$ cat src/rtl/act_requant.sv
// act_requant: requantises a stream of signed accumulators to signed int8.
// Each beat is multiplied by an unsigned scale, then rounded (half toward
// +inf), arithmetically right-shifted and clamped to [-128,127]. The int8
// stream feeds the GELU LUT address.
//
// Ports
//   clk, rst_n           clock, asynchronous active-low reset
//   start, len, scale,   launch a vector; config is sampled when start is
//   shift                accepted in IDLE
//   in_valid/in_ready    accumulator stream (in_data, signed ACC_W)
//   out_valid/out_ready  int8 result stream (out_data)
//   busy                 high while a vector is running
//   done                 one-cycle pulse after the last output handshake
//   sat_count            clamped outputs in the current/last vector
//
// state | meaning
// ------+-------------------------------------------------------------
// IDLE  | waiting for start; config and counters hold their last values
// RUN   | accepting len inputs and emitting len outputs
module act_requant #(
  parameter int ACC_W   = 32,
  parameter int SCALE_W = 16,
  parameter int CNT_W   = 16
) (
  input  logic               clk,
  input  logic               rst_n,
  input  logic               start,
  input  logic [CNT_W-1:0]   len,
  input  logic [SCALE_W-1:0] scale,
  input  logic [4:0]         shift,
  input  logic               in_valid,
  output logic               in_ready,
  input  logic [ACC_W-1:0]   in_data,
  output logic               out_valid,
  input  logic               out_ready,
  output logic [7:0]         out_data,
  output logic               busy,
  output logic               done,
  output logic [CNT_W-1:0]   sat_count
);

  localparam int PW = ACC_W + SCALE_W + 1;
  localparam logic [CNT_W-1:0] CNT_ONE = {{(CNT_W-1){1'b0}}, 1'b1};
  localparam logic signed [PW:0] MAX8 = (PW+1)'(127);
  localparam logic signed [PW:0] MIN8 = -(PW+1)'(128);

  typedef enum logic {IDLE = 1'b0, RUN = 1'b1} state_t;

  state_t state, state_next;
  logic   done_next;

  logic [CNT_W-1:0]   len_q;
  logic [SCALE_W-1:0] scale_q;
  logic [4:0]         shift_q;
  logic [CNT_W-1:0]   in_cnt, out_cnt;

  logic               s1_valid;
  logic signed [PW-1:0] s1_prod;

  logic adv, in_hs, out_hs, start_ok, last_out;

  assign adv      = !out_valid || out_ready;
  assign in_ready = (state == RUN) && (in_cnt < len_q) && adv;
  assign in_hs    = in_valid && in_ready;
  assign out_hs   = out_valid && out_ready;
  assign start_ok = (state == IDLE) && start;
  assign last_out = out_hs && ((out_cnt + CNT_ONE) == len_q);
  assign busy     = (state == RUN);

  // Stage 1 multiply: both operands widened to the product width so the
  // signed multiply is exact; scale is zero-extended.
  logic signed [PW-1:0] mul_a, mul_b, prod_c;
  assign mul_a  = {{(SCALE_W+1){in_data[ACC_W-1]}}, in_data};
  assign mul_b  = {{(ACC_W+1){1'b0}}, scale_q};
  assign prod_c = mul_a * mul_b;

  // Stage 2 round/shift/clamp. One extra bit of headroom keeps the rounding
  // add from overflowing.
  logic signed [PW:0] ext, rnd, rsum, shd;
  logic [7:0]         q8;
  logic               clamp_hit;

  always_comb begin
    ext = {s1_prod[PW-1], s1_prod};
    rnd = '0;
    if (shift_q != 5'd0) rnd[shift_q - 5'd1] = 1'b1;
    rsum      = ext + rnd;
    shd       = rsum >>> shift_q;
    clamp_hit = 1'b0;
    q8        = shd[7:0];
    if (shd > MAX8) begin
      q8        = 8'h7f;
      clamp_hit = 1'b1;
    end else if (shd < MIN8) begin
      q8        = 8'h80;
      clamp_hit = 1'b1;
    end
  end

  always_ff @(posedge clk or negedge rst_n) begin
    if (!rst_n) state <= IDLE;
    else        state <= state_next;
  end

  always_comb begin
    state_next = state;
    done_next  = 1'b0;
    case (state)
      IDLE: begin
        if (start) begin
          if (len != '0) state_next = RUN;
          else           done_next  = 1'b1;
        end
      end
      RUN: begin
        if (last_out) begin
          state_next = IDLE;
          done_next  = 1'b1;
        end
      end
      default: state_next = IDLE;
    endcase
  end

  always_ff @(posedge clk or negedge rst_n) begin
    if (!rst_n) begin
      done    <= 1'b0;
      len_q   <= '0;
      scale_q <= '0;
      shift_q <= '0;
      in_cnt  <= '0;
      out_cnt <= '0;
    end else begin
      done <= done_next;
      if (start_ok) begin
        len_q   <= len;
        scale_q <= scale;
        shift_q <= shift;
        in_cnt  <= '0;
        out_cnt <= '0;
      end else begin
        if (in_hs)  in_cnt  <= in_cnt + CNT_ONE;
        if (out_hs) out_cnt <= out_cnt + CNT_ONE;
      end
    end
  end

  // Both stages move together on adv, so a stalled output freezes the whole
  // pipe and no beat can be overwritten or replayed.
  always_ff @(posedge clk or negedge rst_n) begin
    if (!rst_n) begin
      s1_valid  <= 1'b0;
      s1_prod   <= '0;
      out_valid <= 1'b0;
      out_data  <= '0;
    end else if (adv) begin
      s1_valid  <= in_hs;
      if (in_hs) s1_prod <= prod_c;
      out_valid <= s1_valid;
      if (s1_valid) out_data <= q8;
    end
  end

  // The pipe is always empty in IDLE, so clearing on start cannot race with
  // a clamped beat entering stage 2.
  always_ff @(posedge clk or negedge rst_n) begin
    if (!rst_n) begin
      sat_count <= '0;
    end else if (start_ok) begin
      sat_count <= '0;
    end else if (adv && s1_valid && clamp_hit && (sat_count != '1)) begin
      sat_count <= sat_count + CNT_ONE;
    end
  end

endmodule

$ cat config.mk
export PLATFORM = sky130hd
export DESIGN_NAME = act_requant
export DESIGN_NICKNAME = d
export VERILOG_FILES = /design/src/rtl/act_requant.sv
export SDC_FILE = /design/constraint.sdc
export NUM_CORES = 2
export LEC_CHECK = 0
export BUFFER_PORTS_ARGS = -buffer_cell sky130_fd_sc_hd__buf_2
export CAP_MARGIN = 20
export CORE_UTILIZATION = 55
export CTS_CLUSTER_SIZE = 10
export DETAILED_ROUTE_END_ITERATION = 8
export GPL_TIMING_DRIVEN = 0
export PLACE_DENSITY = 0.82
export SYNTH_ARGS = -nofsm -noshare
export SYNTH_HDL_FRONTEND = slang
export SYNTH_SLANG_ARGS = --single-unit
$ cat constraint.sdc
create_clock -name clk -period 9.4 [get_ports clk]
set_clock_uncertainty 0.05 [all_clocks]
set_input_delay 0.47 -clock clk [delete_from_list [all_inputs] [get_ports clk]]
set_output_delay 0.47 -clock clk [all_outputs]
set_load 0.02 [all_outputs]
### Yosys cells after proc, flatten, opt, wreduce, memory -nomap -nowiden

Index checks and enable logic that the tools add are counted.

* bits in registers: 146
* bits in latches: 0
* RAM bits: 0
* memory bits (read-only): 0
* input port bits: 74
* output and inout bits: 28
* word-level logic and storage cells: 67
* memories kept: 0

* add/sub/neg operators: 5
* multiply operators: 1
* divide/modulo/power cells: 0
* order comparisons: 5
* eq/ne operators: 2
* shift-type cells: 1
* multiplexer cells: 21
* bitwise gates (word level): 1
* reductions and logical operators: 19

Operator list (number)
* $mux 16: 6
* $add 49x33->50: 1
* $gt 50x8->1 const B: 1
* $lt 50x8->1 const B: 1
* $sshr 50x5->50: 1
* $mul 32x17->49: 1
* $add 16x1->16 const B: 3
* $mux 32: 1
* $eq 16x16->1: 1
* $lt 16x16->1: 1
* $mux 8: 2
* $ne 16x16->1 const B: 1
* $reduce_bool 16->1: 1
* $logic_and 1x1->1: 10
* $mux 1: 9
* $lt 5x7->1 const B: 1
* $reduce_bool 2->1: 3
* $demux 1 s5: 1
* $ge 5x1->1 const B: 1
* $reduce_bool 5->1: 1
* $sub 5x1->5 const B: 1
* $pmux 1 s2: 2
* $reduce_and 2->1: 2
* $logic_not 1->1: 1
* other kinds (2): 2

### Depth between registers and ports, before layout

* depth in word-level cells: 15
* gate-level depth with buffers: 30
* mapped depth without buffers: 29

### Worst setup path before layout

No wires, ideal clock.

* path kind: input-to-reg
* from: input port in_data[10]
* to: register s1_prod[47]
* setup time: 135 ps
* arrival: 7195 ps
* data required time: 9215 ps
* slack: 2020 ps
* stages: 26
* buffers on the path: 1
* cell sequence: clkbuf_1 > nand2_1 > fa_1 > inv_1 > fa_1 > inv_1 > fa_1 > fa_1 > inv_1 > fa_1 > fa_1 > ha_1 > a21o_1 > a21oi_1 > nor3b_1 > a21boi_0 > o21ai_0 > a21oi_1 > o21ai_0 > a31oi_1 > a211oi_1 > or3_1 > a221o_1 > a221oi_1 > xor2_1 > o21ai_0

* cells in the longest elaborated chain, start to end: 1

Ends and longest elaborated chain
* start, declared: RTL line 33 `input logic [ACC_W-1:0] in_data,`
* $mul 32x17->49: RTL line 75 `assign prod_c = mul_a * mul_b;`
* end signal, assigned: RTL line 158 `if (in_hs) s1_prod <= prod_c;`
* end, declared: RTL line 58 `logic signed [PW-1:0] s1_prod;`

No other way between the ends.
A chain may end at the register's enable or synchronous reset.

### Worst setup path after layout

* from: register shift_q[1]
* to: register out_data[5]

* cells in the longest elaborated chain, start to end: 11
* elaborated cells on any way between the ends: 14
* classes of those cells: 2 x add/sub; 4 x order compare; 1 x shift; 5 x mux; 2 x reduce/logical

Ends and longest elaborated chain
* start, declared: RTL line 54 `logic [4:0] shift_q;`
* start signal, assigned: RTL line 138 `shift_q <= shift;`
* $sub 5x1->5: RTL line 86 `if (shift_q != 5'd0) rnd[shift_q - 5'd1] = 1'b1;`
* $lt 5x7->1 (not written as such) or $ge 5x1->1 (tied branches): RTL line 86
* $logic_and 1x1->1 (not written as such): RTL line 86
* $mux 1 (not written as such): RTL line 86
* $demux 1 s5: RTL line 86
* $mux 32: RTL line 86
* $add 49x33->50: RTL line 87 `rsum = ext + rnd;`
* $sshr 50x5->50 (*): RTL line 88 `shd = rsum >>> shift_q;`
* $lt 50x8->1: RTL line 94 `end else if (shd < MIN8) begin`
* $mux 8: RTL line 94
* $mux 8 (*): RTL line 91 `if (shd > MAX8) begin`
* end signal, assigned: RTL line 160 `if (s1_valid) out_data <= q8;`
* end, declared: RTL line 36 `output logic [7:0] out_data,`

Every way passes the cells marked *; elsewhere a longest branch is shown, timed or not.

==> results.tsv <==
metric	value	unit
synthFlopType	dfrtp_1	
synth-simple-area-share	21.1	%
core	57800	um2
drcViolationCount	0	
start_util	55.7	%
cts_buffers	17	
grt-ovfl-total	0	
core.rowCount	88	
pin_count	102	
grt_max_degree	87	
synth-compound-area-share	15.4	%
start_kind	register	
dp.final_hpwl	87700	um
clock_latency	0.49	ns
post-route-util	59.4	%
clockBufferDepth	2	
wire_per_inst	22.2	um
hold_slack	0.122	ns
grt_first_pass_wirelength	167000	um
finalNetCount	4758	
yosysTopAreaCell	fa_1	
grt_pass1_vias	30100	
min_path_type	in2reg	
worst-slew-pin-transition	1.11	ns
placed_cell_area	33700	um2
r2r_start	shift_q[1]	
timing.fmax	0.108	GHz
synth.net_count	4638	
ant_nets	0	
clkTransAtPathRegs	0.08	ns
crit_type	reg2reg	
synth.yosys.seq_area_share	11.3	%
status	finished clean	
synthDistinctLibCells	102	
synth_top_family_by_area	adder cells	
netlist_area	32200	um2
drt-total-wl	106000	um
cp.required	9.73	ns
endpoint_kind	register	
netlist_instances	3907	
gr-usage-all-layers	36.2	%
finalHoldViolCount	0	
first_iter_violations	3164	
crit_start	shift_q[1]	
setup-violations-final	0	
syn_area_per_cell	8.24	um2
setup-tns-final	0	ns
synth.area.mux_share	2.93	%
period_needed	9.22	ns
routabilityCongestion	1.06	
crit_arrival	9.55	ns
die-area	59500	um2
path_max_fanout	11	
synth_xor_area_share	2.99	%
dieWidth	244	um
slew_headroom	25.9	%
grt_setup_unrepaired	false	
port_buffers	101	
ys_ff_latch	146	
htreeDepth	4	
synth_top_area_share	30.5	%
area_growth	6.62	%
max-cap-violations	0	
vias	29900	
fin_crit_sh	98.1	%
cts_num_sinks	146	
drv_slew	0	
min_from	scale[8]	
final_common_cell	nand2_1	
drtPass1Iterations	6	
antenna_found_initial	1	
cts_tree	done	
die_y	244	um
cts_root_buffer	clkbuf_16	
fin_area	34300	um2
synth-edff-count	0	
avgViaCountPerCell	6.23	
yosys_warnings	0	
synth_area_leaders	fa_1 30%, dfrtp_1 11%, nand2_1 6.9%	
synthAdderAreaFrac	36.9	%
diodes	0	
mostFrequentLayoutCells	590 x nand2_1, 553 x inv_1, 490 x fa_1	
final_layout_size_suffix_gt1_share	6.29	%
synthArstFlopShare	100	%
[worst paths after layout]
kind                            endpoint  slack (ns)  cells past startpoint
max in group asynchronous     s1_prod[0]        7.87                      3
min in group asynchronous  sat_count[10]        0.50                      2
max                          out_data[5]        0.18                     23
min reg2reg                    out_valid        0.43                      2
max reg2reg                  out_data[5]        0.18                     23
min                           scale_q[8]        0.12                      3
[cells by family after synthesis]
group,after synthesis
buffers and inverters,776
other,1
xor gates and xnor gates,110
muxes,78
AOI/OAI and AO/OA,735
DFF,146
adders and majority gates,657
and+or+nand+nor,1404
[cell type report]
type | count | area (um2)
clock inverters | 15 | 185
well taps | 765 | 957
repair buffers | 105 | 564
clock buffers | 17 | 425
inverters | 554 | 2080
fillers | 5102 | 23500
plain buffers | 218 | 885
flip-flops and latches | 146 | 3650
multi-input cells | 2985 | 25600
[timing repair]
item,CTS,global route
setup buffers,0,2
hold buffers,1,0
pin swaps,0,1
gates resized for setup,4,9
setup endpoints to repair,23,25
endpoints found under the hold margin,60,0
[per-stage QoR]
stage	setup slack (ns)	instances
after floorplan	2.02	3907
after global placement	-0.916	4773
after detailed placement	-0.900	4774
after CTS	0.312	4805
after global routing	0.0539	4805
final	0.182	4805
[worst max-delay path, stage by stage (launching register included)]
cell and delay, ns:
dfrtp_1 0.71, clkbuf_2 0.39, clkbuf_1 0.52, buf_1 0.53
buf_2 0.42, nand2_1 0.33, nor3_1 0.26, ha_1 0.26
buf_2 0.19, a21oi_1 0.27, o21ai_0 0.25, a21o_1 0.29
o31ai_1 0.60, mux2i_1 0.59, and3_1 0.34, or3_1 0.14
o211ai_1 0.23, mux2_2 0.38, mux4_2 0.47, or4_1 0.53
or4b_4 0.59, nor2_1 0.21, o21ai_1 0.25, o22a_1 0.29
[registers in the layout (all words and copies together), names as in the netlist]
signal / flops
in_cnt: 16
out_data: 8
shift_q: 5
len_q: 16
done: 1
out_cnt: 16
sat_count: 16
s1_prod: 49
s1_valid: 1
scale_q: 16
busy: 1
out_valid: 1
[cells in the mapped netlist (all sizes together), types with 13 or more instances]
cell	number
o21ai	182
nand3	67
o21a	33
a21o	42
or4	16
clkbuf	172
nor2	185
o31ai	25
nand2b	23
a2111oi	14
buf	50
a211oi	35
ha	167
dfrtp	146
xor2	47
and4	13
or3	30
xnor2	63
a31oi	22
fa	490
a22oi	16
nand2	590
and2	253
a21oi	157
nor3	81
or2	14
and3	35
mux2i	46
nor4	17
inv	554
mux2	21
nand4	42
o22ai	13
o211ai	34
[layer usage]
metal  wire, um  track usage [%]  vias up
met5         13                0        -
met4       5820             17.5        2
met3      11200             7.19      394
met2      48800             58.4     1838
met1      40600             46.5    14500
li1           -                -    13100
Power is left out: the tool's default activity adds up to more than one toggle a clock period on the data nets, which glitch-free logic cannot reach.
